**src/rtl/uart_apb_pkg.sv**
```systemverilog
// Shared definitions for the APB initiator that drives the UART register slave.
package uart_apb_pkg;

  localparam int unsigned ADDR_W_DEF = 32;
  localparam int unsigned DATA_W_DEF = 8;

  // UART register map as seen on the peripheral bus
  localparam logic [31:0] ADDR_BAUD   = 32'h0000_0000;
  localparam logic [31:0] ADDR_CTRL   = 32'h0000_0004;
  localparam logic [31:0] ADDR_TXDATA = 32'h0000_0008;
  localparam logic [31:0] ADDR_RXDATA = 32'h0000_000C;

  typedef enum logic [1:0] {
    IDLE   = 2'd0,
    SETUP  = 2'd1,
    ACCESS = 2'd2
  } apb_state_e;

  // Bits needed to hold the value 'limit' (at least one bit)
  function automatic int unsigned cnt_width(input int unsigned limit);
    return (limit < 1) ? 1 : $clog2(limit + 1);
  endfunction

endpackage

```
**src/rtl/apb_master.sv**
```systemverilog
// APB initiator: one command at a time, IDLE -> SETUP -> ACCESS on the bus,
// registered response pulse, optional wait-state timeout.
module apb_master
  import uart_apb_pkg::*;
#(
  parameter int unsigned ADDR_W  = ADDR_W_DEF,
  parameter int unsigned DATA_W  = DATA_W_DEF,
  parameter int unsigned TIMEOUT = 16
) (
  input  logic              P_clk,
  input  logic              rst,
  input  logic              cmd_valid,
  output logic              cmd_ready,
  input  logic              cmd_write,
  input  logic [ADDR_W-1:0] cmd_addr,
  input  logic [DATA_W-1:0] cmd_wdata,
  output logic              rsp_valid,
  output logic              rsp_err,
  output logic [DATA_W-1:0] rsp_rdata,
  output logic              P_sel,
  output logic              P_enable,
  output logic              P_write,
  output logic [ADDR_W-1:0] P_address,
  output logic [DATA_W-1:0] PW_data,
  input  logic [DATA_W-1:0] PR_data,
  input  logic              P_ready
);

  localparam int unsigned CNT_W  = cnt_width(TIMEOUT);
  localparam bit          TO_EN  = (TIMEOUT != 0);
  // Counter value on the last permitted wait cycle; the next low P_ready aborts
  localparam int unsigned LAST_I = TO_EN ? TIMEOUT - 1 : 0;
  localparam logic [CNT_W-1:0] CNT_LAST = CNT_W'(LAST_I);

  apb_state_e       state, state_next;
  logic [CNT_W-1:0] wait_cnt, cnt_next;
  logic             accept, done, abort;

  // Next-state decode, wait-counter update and transfer-end events
  always_comb begin
    state_next = state;
    cnt_next   = wait_cnt;
    accept     = 1'b0;
    done       = 1'b0;
    abort      = 1'b0;
    case (state)
      IDLE: begin
        if (cmd_valid && cmd_ready) begin
          accept     = 1'b1;
          cnt_next   = '0;
          state_next = SETUP;
        end
      end
      SETUP: state_next = ACCESS;
      ACCESS: begin
        if (P_ready) begin
          done       = 1'b1;
          state_next = IDLE;
        end else if (TO_EN && (wait_cnt == CNT_LAST)) begin
          abort      = 1'b1;
          state_next = IDLE;
        end else if (TO_EN) begin
          cnt_next = wait_cnt + CNT_W'(1);
        end
      end
      default: state_next = IDLE;
    endcase
  end

  // State register and control outputs, all registered from the next state
  always_ff @(posedge P_clk or posedge rst) begin
    if (rst) begin
      state     <= IDLE;
      wait_cnt  <= '0;
      cmd_ready <= 1'b0;
      P_sel     <= 1'b0;
      P_enable  <= 1'b0;
      rsp_valid <= 1'b0;
    end else begin
      state     <= state_next;
      wait_cnt  <= cnt_next;
      cmd_ready <= (state_next == IDLE);
      P_sel     <= (state_next != IDLE);
      P_enable  <= (state_next == ACCESS);
      rsp_valid <= done | abort;
    end
  end

  // Bus data latched on accept; response fields updated only when a transfer ends
  always_ff @(posedge P_clk or posedge rst) begin
    if (rst) begin
      P_write   <= 1'b0;
      P_address <= '0;
      PW_data   <= '0;
      rsp_err   <= 1'b0;
      rsp_rdata <= '0;
    end else begin
      if (accept) begin
        P_write   <= cmd_write;
        P_address <= cmd_addr;
        PW_data   <= cmd_wdata;
      end
      if (done) begin
        rsp_err   <= 1'b0;
        rsp_rdata <= P_write ? '0 : PR_data;
      end else if (abort) begin
        rsp_err   <= 1'b1;
        rsp_rdata <= '0;
      end
    end
  end

endmodule

```
**config.mk**
```make
export PLATFORM = sky130hd
export DESIGN_NAME = apb_master
export DESIGN_NICKNAME = d
export VERILOG_FILES = /design/src/rtl/uart_apb_pkg.sv /design/src/rtl/apb_master.sv
export SDC_FILE = /design/constraint.sdc
export NUM_CORES = 1
export LEC_CHECK = 0
export ABC_AREA = 1
export CELL_PAD_IN_SITES_DETAIL_PLACEMENT = 1
export CELL_PAD_IN_SITES_GLOBAL_PLACEMENT = 1
export CORE_MARGIN = 2
export CORE_UTILIZATION = 30
export CTS_CLUSTER_DIAMETER = 50
export DETAILED_ROUTE_END_ITERATION = 7
export GPL_ROUTABILITY_DRIVEN = 0
export PLACE_DENSITY_LB_ADDON = 0.1
export SYNTH_ARGS = -nofsm -noshare
export SYNTH_HDL_FRONTEND = slang
export SYNTH_SLANG_ARGS = --single-unit
```
**constraint.sdc**
```tcl
create_clock -name P_clk -period 3 [get_ports P_clk]
set_clock_uncertainty 0.2 [all_clocks]
set_input_delay 0.6 -clock P_clk [delete_from_list [all_inputs] [get_ports P_clk]]
set_output_delay 0.6 -clock P_clk [all_outputs]
set_load 0.01 [all_outputs]
```
==> key figures, run 1 <==
Critical path
  • Maximum fanout along the worst path: 2
  • Slowest cell on the critical path: clkdlybuf4s50_1
  • Worst r2r src: wait_cnt[0]$_DFFE_PP0P_
  • CP endpoint kind: output port
  • Reg2Reg Depth: 7
  • Crit path launch: P_address[27]$_DFFE_PP0P_
  • Reg2Reg Setup Slack: 1.12 ns
  • Critical path arrival: 1.25 ns
  • CP startpoint kind: flop
  • Slowest stage delay, CP: between 0.5 and 0.6 ns
  • Capture point of the worst reg-to-reg path: rsp_rdata[0]$_DFFE_PP0P_
  • WP buf/inv: 1
  • Critical path depth: 1
  • Delay-heaviest family, CP: buffers and inverters
  • Critical path type: reg2out
  • Required time worst endpoint: about 2.2 ns
  • CP cell instances: clkdlybuf4s50_1

Floorplanning
  • Initial cell density of the core: 31.27%
  • Die ar.: just under 9000 sq um
  • IO Pins: 107
  • Row cnt: 32
  • Die H: about 94 microns
  • Core area: 7807 sq um
  • Die X: approximately 94 microns

Detailed routing
  • DR WL/cell: ~14 microns
  • Final wirelength: roughly 6.9 mm
  • Residual DRC: 0
  • Post-DRT Antenna Nets: 0
  • Via/cell ratio: 4.421
  • Initial DRT Pass Iterations: 4
  • DR iter-0 viols: 41
  • Vias: 2184

STA
  • RSZ-0062 raised after global routing: false
  • TNS Setup: 0 ns
  • Fin crit share: roughly two thirds
  • Final Hold Viols: 0
  • Final setup viols: 0
  • Max Freq: about 0.49 GHz
  • Measured slew at the worst slew-check pin: 0.5031 ns
  • Slew Limit Fails: 0
  • Minimum clock period: slightly above 2 ns
  • Final worst slack: roughly 0.95 ns
  • Hold_ws: about 0.28 ns
  • Slew HR: about two thirds

CTS
  • Post-CTS Setup Bufs: 0
  • Clock tree buffer depth: 2
  • CTS tree: yes
  • Hold-fix buffers, CTS: 0
  • Clk Latency, worst-skew pair: around 0.33 ns
  • Clk sinks: 61
  • H-tree depth: 3
  • CTS clk-pin slew, worst paths: ~0.070 ns
  • CTS buffer count: 9
  • Post-CTS sizing: 0
  • Root buf cell: clkbuf_8

GRT
  • Vias in the first global route: 2298
  • First-pass GRT wire length: approximately 11 mm
  • Largest net degree at the start of global routing: 62
  • Gr usage total: between 10% and 20%
  • Gr ovfl total: 0
  • Initial antenna violation count: 0

Synth
  • Compound-cell area share of the yosys netlist: less than 1%
  • Simple-Gate Fraction of Synth Area: 29.37%
  • FF+latch count, synth: 61
  • Synth warn: 0
  • Distinct cells, synth: 15
  • Syn nets: between 300 and 400
  • Sequential-to-total area share from yosys stat: 62.53%
  • Mapped Area: about 2400 sq um
  • Adder-cell area share of the yosys netlist: about 1.0%
  • Syn Area/Cell: 8.813 sq um
  • Gate Count Post-Synth: between 200 and 300
  • Largest family of logic cells by synthesized area: simple AND/OR/NAND/NOR gates
  • XOR/XNOR Fraction of Synth Area: 0%
  • Mux cell area share after synthesis: 0%

Layout
  • Fillers: just over 900
  • Area growth syn-to-layout: 55.36%
  • Nets@finish: about 440
  • Most frequent cells in the layout: 158 x nand2_1, 106 x clkdlybuf4s50_1, 61 x dfrtp_1
  • Area occupied by multi-input gates: roughly 760 sq um
  • Layout cell share with drive strength beyond 1: between 5 and 6%
  • Sequential cell area: 1526 sq um
  • Most common cell after layout, fill and taps aside: nand2_1
  • Ant. Diodes: 0

Worst hold path
  • Hold path startpoint: P_address[10]$_DFFE_PP0P_
  • Hold Path Depth: 2
  • Worst Hold Endpoint: P_address[10]$_DFFE_PP0P_
  • Hold WC Path Type: reg2reg

Placement
  • Pre-CTS setup slack: roughly 0.8 ns
  • Post-detail-place hpwl: 4.726 mm
  • Port Buffer Count: 106

Pwr
  • Worst vdd ir: roughly 0.00046 V
  • Leakage: 1.902 nW
  • Total chip power: approximately 3.7 mW
  • PD cells: just under 1000 nW/um^2

Flow run
  • Max Cap Viol: 0

Outcome
  • Status: finished clean
cells by family after synthesis:
kind of cell / count (synthesis)
flip-flops: 61
AO/OA/AOI/OAI: 3
adder cells (fa/ha/maj): 2
buffers and inverters: 27
AND/OR/NAND/NOR: 184
synth_stat cells (all sizes together):
| cell type | number | area share (%) |
|---|---|---|
| o21ai | 3 | 0.77 |
| ha | 2 | 1.0 |
| nand4 | 1 | 0.26 |
| nand3 | 15 | 3.1 |
| buf | 9 | 3.5 |
| nand2 | 159 | 25 |
| dfrtp | 61 | 63 |
| clkinv | 1 | 0.15 |
| nor2 | 9 | 1.5 |
| inv | 17 | 2.6 |
power by group:
part	total (mW)	internal, mW	switching, mW
combinational	1.55	0.808	0.744
sequential	1.39	1.18	0.210
clock	0.796	0.485	0.311
registers in the layout, indices dropped and copies added (netlist names):
name	count
PW_data	8
P_address	32
P_enable	1
P_sel	1
P_write	1
cmd_ready	1
rsp_err	1
rsp_rdata	8
rsp_valid	1
state	2
wait_cnt	5
worst max-delay path by stage:
stage                                 to  slack (ns)
6_report                   P_address[27]        0.95
5_1_grt                    P_address[27]        0.89
4_1_cts                     P_address[9]        0.93
3_5_place_dp   P_address[29]$_DFFE_PP0P_        0.78
3_3_place_gp   P_address[18]$_DFFE_PP0P_        0.80
2_1_floorplan     PW_data[0]$_DFFE_PP0P_        0.69
area by class of cell:
type	instances	area share (%)
Inverter	18	1.782
Tap cell	102	3.365
Timing Repair Buffer	109	28.90
Clock inverter	4	1.914
Clock buffer	11	3.728
Sequential cell	61	40.25
Multi-Input combinational cell	189	20.06
per-layer routing:
metal  share of wire, %  wire length [microns]  GRT usage (%)  vias to the layer above
li1                   -                      -              -                     1053
met1                 44                   3033          21.45                     1050
met2                 47                   3233          26.43                       74
met3                7.6                    522          5.056                        7
met4                1.2                     79          6.884                        0
met5                  0                      0              0                        -
through the flow:
step	instance area (sq um)	instances	util [%]
global route	3792	494	48.57
CTS	3792	494	48.57
floorplan	2441	277	-
global placement	3578	479	45.83
finish	3792	494	48.57
detailed placement	3578	479	45.83
Note: power is estimated with default switching activity, not from simulation.
==> run 2: changes to the inputs <==
CORE_UTILIZATION = 27   (was 30)
clock period = 1.8 ns   (was 3 ns; I/O delays follow)
==> key figures, run 2 (synthesis gave the netlist of run 1 again) <==
Outcome
  • Status: finished clean (unchanged)

Layout
  • Layout cell share with drive strength beyond 1: 10.62% (was 5.612%)
  • Final Instance Count excl. Fillers: 513 (was 494)
  • Utilization after layout: 45.15% (was 48.57%)
  • Max FFs per register: 32 (unchanged)
  • Biggest regs: P_address x32, PW_data x8, rsp_rdata x8 (unchanged)
  • Most frequent cells in the layout: 156 x nand2_1, 61 x dfrtp_1, 52 x clkdlybuf4s50_1 (was 158 x nand2_1, 106 x clkdlybuf4s50_1, 61 x dfrtp_1)
  • Most flops, register: P_address (unchanged)
  • Most common cell after layout, fill and taps aside: nand2_1 (unchanged)
  • Ant. Diodes: 0 (unchanged)
  • Nets@finish: 455 (was 443)
  • Area growth syn-to-layout: 62.07% (was 55.36%)

STA
  • Slew HR: 79.95% (was 66.46%)
  • Slew Limit Fails: 0 (unchanged)
  • Minimum clock period: between 1.5 and 2 ns
  • Final Hold Viols: 0 (unchanged)
  • Fin crit share: 93.59%
  • TNS Setup: 0 ns (unchanged)
  • RSZ-0062 raised after global routing: false (unchanged)
  • Max Freq: 0.5936 GHz
  • Measured slew at the worst slew-check pin: 0.2996 ns (was 0.5031 ns)
  • Final worst slack: 0.1154 ns (was 0.9481 ns)
  • Final setup viols: 0 (unchanged)

Floorplanning
  • Row cnt: 34 (was 32)
  • Initial cell density of the core: 27.86% (was 31.27%)
  • Die ar.: 9818 sq um (was 8875 sq um)
  • IO Pins: 107 (unchanged)
  • Core area: 8763 sq um (was 7807 sq um)
  • Die X: 99.09 microns (was 94.21 microns)
  • Die H: 99.09 microns (was 94.21 microns)

Placement
  • Pre-CTS setup slack: 0.03636 ns (was 0.7790 ns)
  • Port Buffer Count: 106 (unchanged)
  • Placed insts: 494 (was 479)
  • Post-detail-place hpwl: 4.942 mm (was 4.726 mm)

GRT
  • Gr usage total: 14.93% (was 16.77%)
  • Largest net degree at the start of global routing: 38 (was 62)
  • Gr ovfl total: 0 (unchanged)
  • Initial antenna violation count: 0 (unchanged)
  • Vias in the first global route: 2411 (was 2298)
  • First-pass GRT wire length: 11.54 mm (was 11.47 mm)

Critical path
  • Maximum fanout along the worst path: 8 (was 2)
  • CP startpoint kind: flop (unchanged)
  • Critical path arrival: 1.71 ns (was 1.25 ns)
  • Required time worst endpoint: 1.82 ns (was 2.20 ns)
  • Worst r2r src: wait_cnt[1]$_DFFE_PP0P_ (was wait_cnt[0]$_DFFE_PP0P_)
  • Crit path launch: wait_cnt[1]$_DFFE_PP0P_ (was P_address[27]$_DFFE_PP0P_)
  • CP endpoint kind: flop (was output port)
  • Critical path type: reg2reg (was reg2out)

Detailed routing
  • Post-DRT Antenna Nets: 0 (unchanged)
  • DR WL/cell: 13.69 microns (was 13.90 microns)
  • DR iter-0 viols: 54 (was 41)
  • Initial DRT Pass Iterations: 4 (unchanged)
  • Via/cell ratio: 4.306 (was 4.421)
  • Final wirelength: 7.021 mm (was 6.868 mm)
  • Residual DRC: 0 (unchanged)
  • Vias: 2209 (was 2184)

CTS
  • Clk sinks: 61 (unchanged)
  • CTS clk-pin slew, worst paths: 0.07 ns (about the same)
  • Clock tree buffer depth: 2 (unchanged)
  • Clk Latency, worst-skew pair: 0.34 ns (was 0.33 ns)
  • Root buf cell: clkbuf_8 (unchanged)
  • H-tree depth: 3 (unchanged)
  • CTS tree: yes (unchanged)
  • Hold-fix buffers, CTS: 0 (unchanged)
  • CTS buffer count: 9 (unchanged)

Flow run
  • Max Cap Viol: 0 (unchanged)

Pwr
  • Cell-internal power: 4.022 mW (was 2.472 mW)
  • PD cells: 1557 nW/um^2 (was 985.5 nW/um^2)
  • Worst vdd ir: 0.0005172 V (was 0.0004632 V)
  • NetSw: 2.137 mW (was 1.265 mW)
  • Clock power share: 23.9% (was 21.3%)
  • Reg power frac: 37.0% (was 37.2%)
  • Leakage: 2.201 nW (was 1.902 nW)
  • Sw frac: 34.70% (was 33.85%)
  • Gate power share: 39.1% (was 41.5%)

Worst hold path
  • Hold WC Path Type: in2async (was reg2reg)
run 2: cell types whose count changed in the layout (fill, tap and decap cells not counted), moves of 3 or more:
cell,change
buf_12,+3
buf_4,+9
clkbuf_8,+3
clkdlybuf4s50_1,-54
dlygate4sd2_1,+48
dlymetal6s2s_1,+6
run 2: path summary, 6_finish.rpt:
path,end,slack (ns),cells after the start
max,wait_cnt[1]$_DFFE_PP0P_,0.12,9
min,P_write$_DFFE_PP0P_,0.12,2
max reg2reg,wait_cnt[1]$_DFFE_PP0P_,0.12,9
min reg2reg,P_address[17]$_DFFE_PP0P_,0.27,2
max in group asynchronous,wait_cnt[1]$_DFFE_PP0P_,0.79,3
min in group P_clk,P_address[17]$_DFFE_PP0P_,0.27,2
run 2: layer usage:
| metal | global-route usage (%) | wire [microns] | share of wire [%] |
|---|---|---|---|
| met5 | 0 | 0 | 0 |
| met4 | 4.110 | 68 | 0.97 |
| met3 | 6.525 | 599 | 8.5 |
| met2 | 23.70 | 3253 | 46 |
| met1 | 18.58 | 3099 | 44 |
run 2: power groups by stage:
stage	registers [mW]	logic, mW	clock network (mW)
after floorplan	2.55	0.948	0
after global placement	2.31	2.75	0
after global routing	2.37	2.71	1.59
after detailed placement	2.32	2.80	0
final	2.28	2.41	1.47
after CTS	2.29	2.46	1.52
run 2: final cells by class:
class                   count  area (sq um)
fillers                  1046          4807
flip-flops and latches     61          1526
repair buffers            121          1179
multi-input cells         189         800.8
clock buffers              13         178.9
well taps                 108         135.1
inverters                  18         71.32
clock inverters             3         65.06
run 2: worst max-delay path: stages, from the launching register on:
cell     delay, ns
dfrtp_1       0.39
ha_2          0.20
nand2_2       0.09
nor2_4        0.05
ha_4          0.17
nor2_4        0.12
nand2_4       0.10
buf_4         0.16
nand3_1       0.05
nand2_1       0.05
run 2: metrics by stage:
stage,hold WS [ns],instance area (sq um),power [mW]
final,0.1218,3956,6.159
after global routing,0.1228,3956,6.670
after CTS,0.1155,3881,6.268
after detailed placement,0.2668,3697,5.115
after global placement,0.2618,3697,5.060
after floorplan,0.2696,2445,3.497
run 2: what timing repair did:
item | CTS | global route
resized for setup | 48 | 16
endpoints found under the setup margin | 48 | 13
pin swaps | 0 | 3
buffers inserted | 0 | 3
==> run 3: changes to the inputs <==
PLACE_DENSITY = 0.84   (was unset)
PLACE_DENSITY_LB_ADDON = unset   (was 0.1)
REMOVE_ABC_BUFFERS = 1   (was unset)
==> key figures, run 3 (synthesis gave the netlist of run 1 again) <==
GRT
  • Gr usage total: 14.36% (was 14.93%)
  • First-pass GRT wire length: 11.33 mm (was 11.54 mm)
  • Gr ovfl total: 0 (unchanged)
  • Vias in the first global route: 2412 (was 2411)
  • Initial antenna violation count: 0 (unchanged)
  • Largest net degree at the start of global routing: 62 (was 38)

Detailed routing
  • DR iter-0 viols: 36 (was 54)
  • Post-DRT Antenna Nets: 0 (unchanged)
  • Residual DRC: 0 (unchanged)
  • Vias: 2230 (was 2209)
  • Initial DRT Pass Iterations: 4 (unchanged)
  • Final wirelength: 6.869 mm (was 7.021 mm)
  • Via/cell ratio: 4.390 (was 4.306)
  • DR WL/cell: 13.52 microns (was 13.69 microns)

Layout
  • Most frequent cells in the layout: 155 x nand2_1, 61 x dfrtp_1, 55 x clkdlybuf4s50_1 (was 156 x nand2_1, 61 x dfrtp_1, 52 x clkdlybuf4s50_1)
  • Most flops, register: P_address (unchanged)
  • Most common cell after layout, fill and taps aside: nand2_1 (unchanged)
  • Biggest regs: P_address x32, PW_data x8, rsp_rdata x8 (unchanged)
  • Layout cell share with drive strength beyond 1: 10.00% (was 10.62%)
  • Max FFs per register: 32 (unchanged)
  • Utilization after layout: 44.93% (was 45.15%)
  • Nets@finish: 451 (was 455)
  • Area growth syn-to-layout: 61.30% (was 62.07%)
  • Final Instance Count excl. Fillers: 508 (was 513)
  • Ant. Diodes: 0 (unchanged)
  • Fillers: 1038 (was 1046)

Critical path
  • Critical path type: reg2out (was reg2reg)
  • CP startpoint kind: flop (unchanged)
  • CP cell instances: clkdlybuf4s50_1 (was ha_2, nand2_2, nor2_4, ha_4, nor2_4, nand2_4, buf_4, nand3_1, nand2_1)
  • Critical path depth: 1 (was 9)
  • Critical path arrival: 1.18 ns (was 1.71 ns)
  • CP endpoint kind: output port (was flop)
  • Delay-heaviest family, CP: buffers and inverters (was simple AND/OR/NAND/NOR gates)
  • WP buf/inv: 1 (unchanged)
  • Required time worst endpoint: 1.24 ns (was 1.82 ns)
  • Reg2Reg Depth: 9 (unchanged)
  • Slowest stage delay, CP: 0.54 ns (was 0.39 ns)
  • Slowest cell on the critical path: clkdlybuf4s50_1 (was dfrtp_1)
  • Maximum fanout along the worst path: 1 (was 8)

CTS
  • Root buf cell: clkbuf_8 (unchanged)
  • Clk sinks: 61 (unchanged)
  • Clk Latency, worst-skew pair: 0.33 ns (was 0.34 ns)
  • CTS tree: yes (unchanged)
  • CTS clk-pin slew, worst paths: 0.07 ns (about the same)
  • Clock tree buffer depth: 2 (unchanged)
  • H-tree depth: 3 (unchanged)
  • Hold-fix buffers, CTS: 0 (unchanged)
  • CTS buffer count: 9 (unchanged)

Pwr
  • NetSw: 2.127 mW (was 2.137 mW)
  • Sw frac: 35.01% (was 34.70%)
  • Leakage: 2.273 nW (was 2.201 nW)
  • Cell-internal power: 3.949 mW (was 4.022 mW)
  • Clock power share: 21.7% (was 23.9%)
  • Worst vdd ir: 0.0005284 V (was 0.0005172 V)
  • PD cells: 1543 nW/um^2 (was 1557 nW/um^2)
  • Gate power share: 40.5% (was 39.1%)
  • Reg power frac: 37.8% (was 37.0%)

STA
  • Measured slew at the worst slew-check pin: 0.3294 ns (was 0.2996 ns)
  • Hold_ws: 0.2368 ns (was 0.1218 ns)
  • Final setup viols: 0 (unchanged)
  • TNS Setup: 0 ns (unchanged)
  • RSZ-0062 raised after global routing: true (was false)
  • Minimum clock period: 1.745 ns (was 1.685 ns)
  • Max Freq: 0.5731 GHz (was 0.5936 GHz)
  • Fin crit share: 96.94% (was 93.59%)
  • Final Hold Viols: 0 (unchanged)
  • Slew HR: 78.04% (was 79.95%)
  • Slew Limit Fails: 0 (unchanged)

Floorplanning
  • Die X: 99.09 microns (unchanged)
  • Initial cell density of the core: 27.86% (unchanged)
  • Core area: 8763 sq um (unchanged)
  • Die H: 99.09 microns (unchanged)
  • IO Pins: 107 (unchanged)
  • Die ar.: 9818 sq um (unchanged)
  • Row cnt: 34 (unchanged)

Flow run
  • Max Cap Viol: 0 (unchanged)

Placement
  • Placed insts: 489 (was 494)
  • Post-detail-place hpwl: 4.874 mm (was 4.942 mm)
  • Port Buffer Count: 106 (unchanged)

Worst hold path
  • Hold WC Path Type: in2async (unchanged)

Outcome
  • Status: finished clean (unchanged)
[run 3: cell count changes in the layout (fill, tap and decap cells not counted), moves of 2 or more]
| cell | change |
|---|---|
| nor2_2 | +3 |
| dlymetal6s2s_1 | +13 |
| clkbuf_8 | -3 |
| dlygate4sd2_1 | -16 |
| buf_4 | -5 |
| nor2_1 | -2 |
| clkdlybuf4s50_1 | +3 |
| buf_6 | +2 |
[run 3: path summary, 6_finish.rpt]
check	from	end	slack, ns
setup reg to reg	wait_cnt[1]$_DFFE_PP0P_	wait_cnt[3]$_DFFE_PP0P_	0.06
min in group P_clk	P_address[5]$_DFFE_PP0P_	P_address[5]$_DFFE_PP0P_	0.27
setup / recovery	P_enable$_DFF_PP0_	P_enable	0.06
max in group asynchronous	rst	P_address[7]$_DFFE_PP0P_	0.89
hold reg to reg	P_address[5]$_DFFE_PP0P_	P_address[5]$_DFFE_PP0P_	0.27
hold / removal	rst	rsp_rdata[6]$_DFFE_PP0P_	0.24
[run 3: metrics by stage]
step	cell area, sq um	power (mW)	setup slack, ns
2_1_floorplan	2355	3.365	-0.4681
4_1_cts	3820	6.183	0.001291
6_report	3938	6.076	0.05506
5_1_grt	3938	6.533	-0.03231
3_5_place_dp	3641	5.059	-0.02527
3_3_place_gp	3641	4.943	0.03004
[run 3: power by group through the flow]
stage               Combinational (mW)  Clock [mW]  Sequential [mW]
floorplan                        0.817           0             2.55
detailed placement                2.73           0             2.33
CTS                               2.51        1.36             2.31
finish                            2.46        1.32             2.29
global route                      2.74        1.43             2.37
global placement                  2.62           0             2.32
[run 3: per-layer routing]
metal | wire, microns | vias to the layer above | track usage (%)
met2 | 3477 | 69 | 25.94
met1 | 2891 | 1079 | 16.88
met4 | 41 | 0 | 3.477
met3 | 458 | 6 | 3.901
met5 | 0 | - | 0
li1 | - | 1076 | -
[run 3: final cells by class]
class | count | area (sq um) | share of cell area [%]
sequential | 61 | 1526 | 38.77
timing repair buffer | 117 | 1196 | 30.38
clock buffer | 11 | 141.4 | 3.591
multi-input combinational | 189 | 798.3 | 20.27
inverter | 18 | 67.56 | 1.716
clock inverter | 4 | 72.57 | 1.843
tap | 108 | 135.1 | 3.432
[run 3: timing repair]
item                       4_1_cts  5_1_grt
pin swaps                        0        7
setup endpoints to repair       33       26
cloned                           0        0
resized for setup               34       31
setup buffers                    0        4
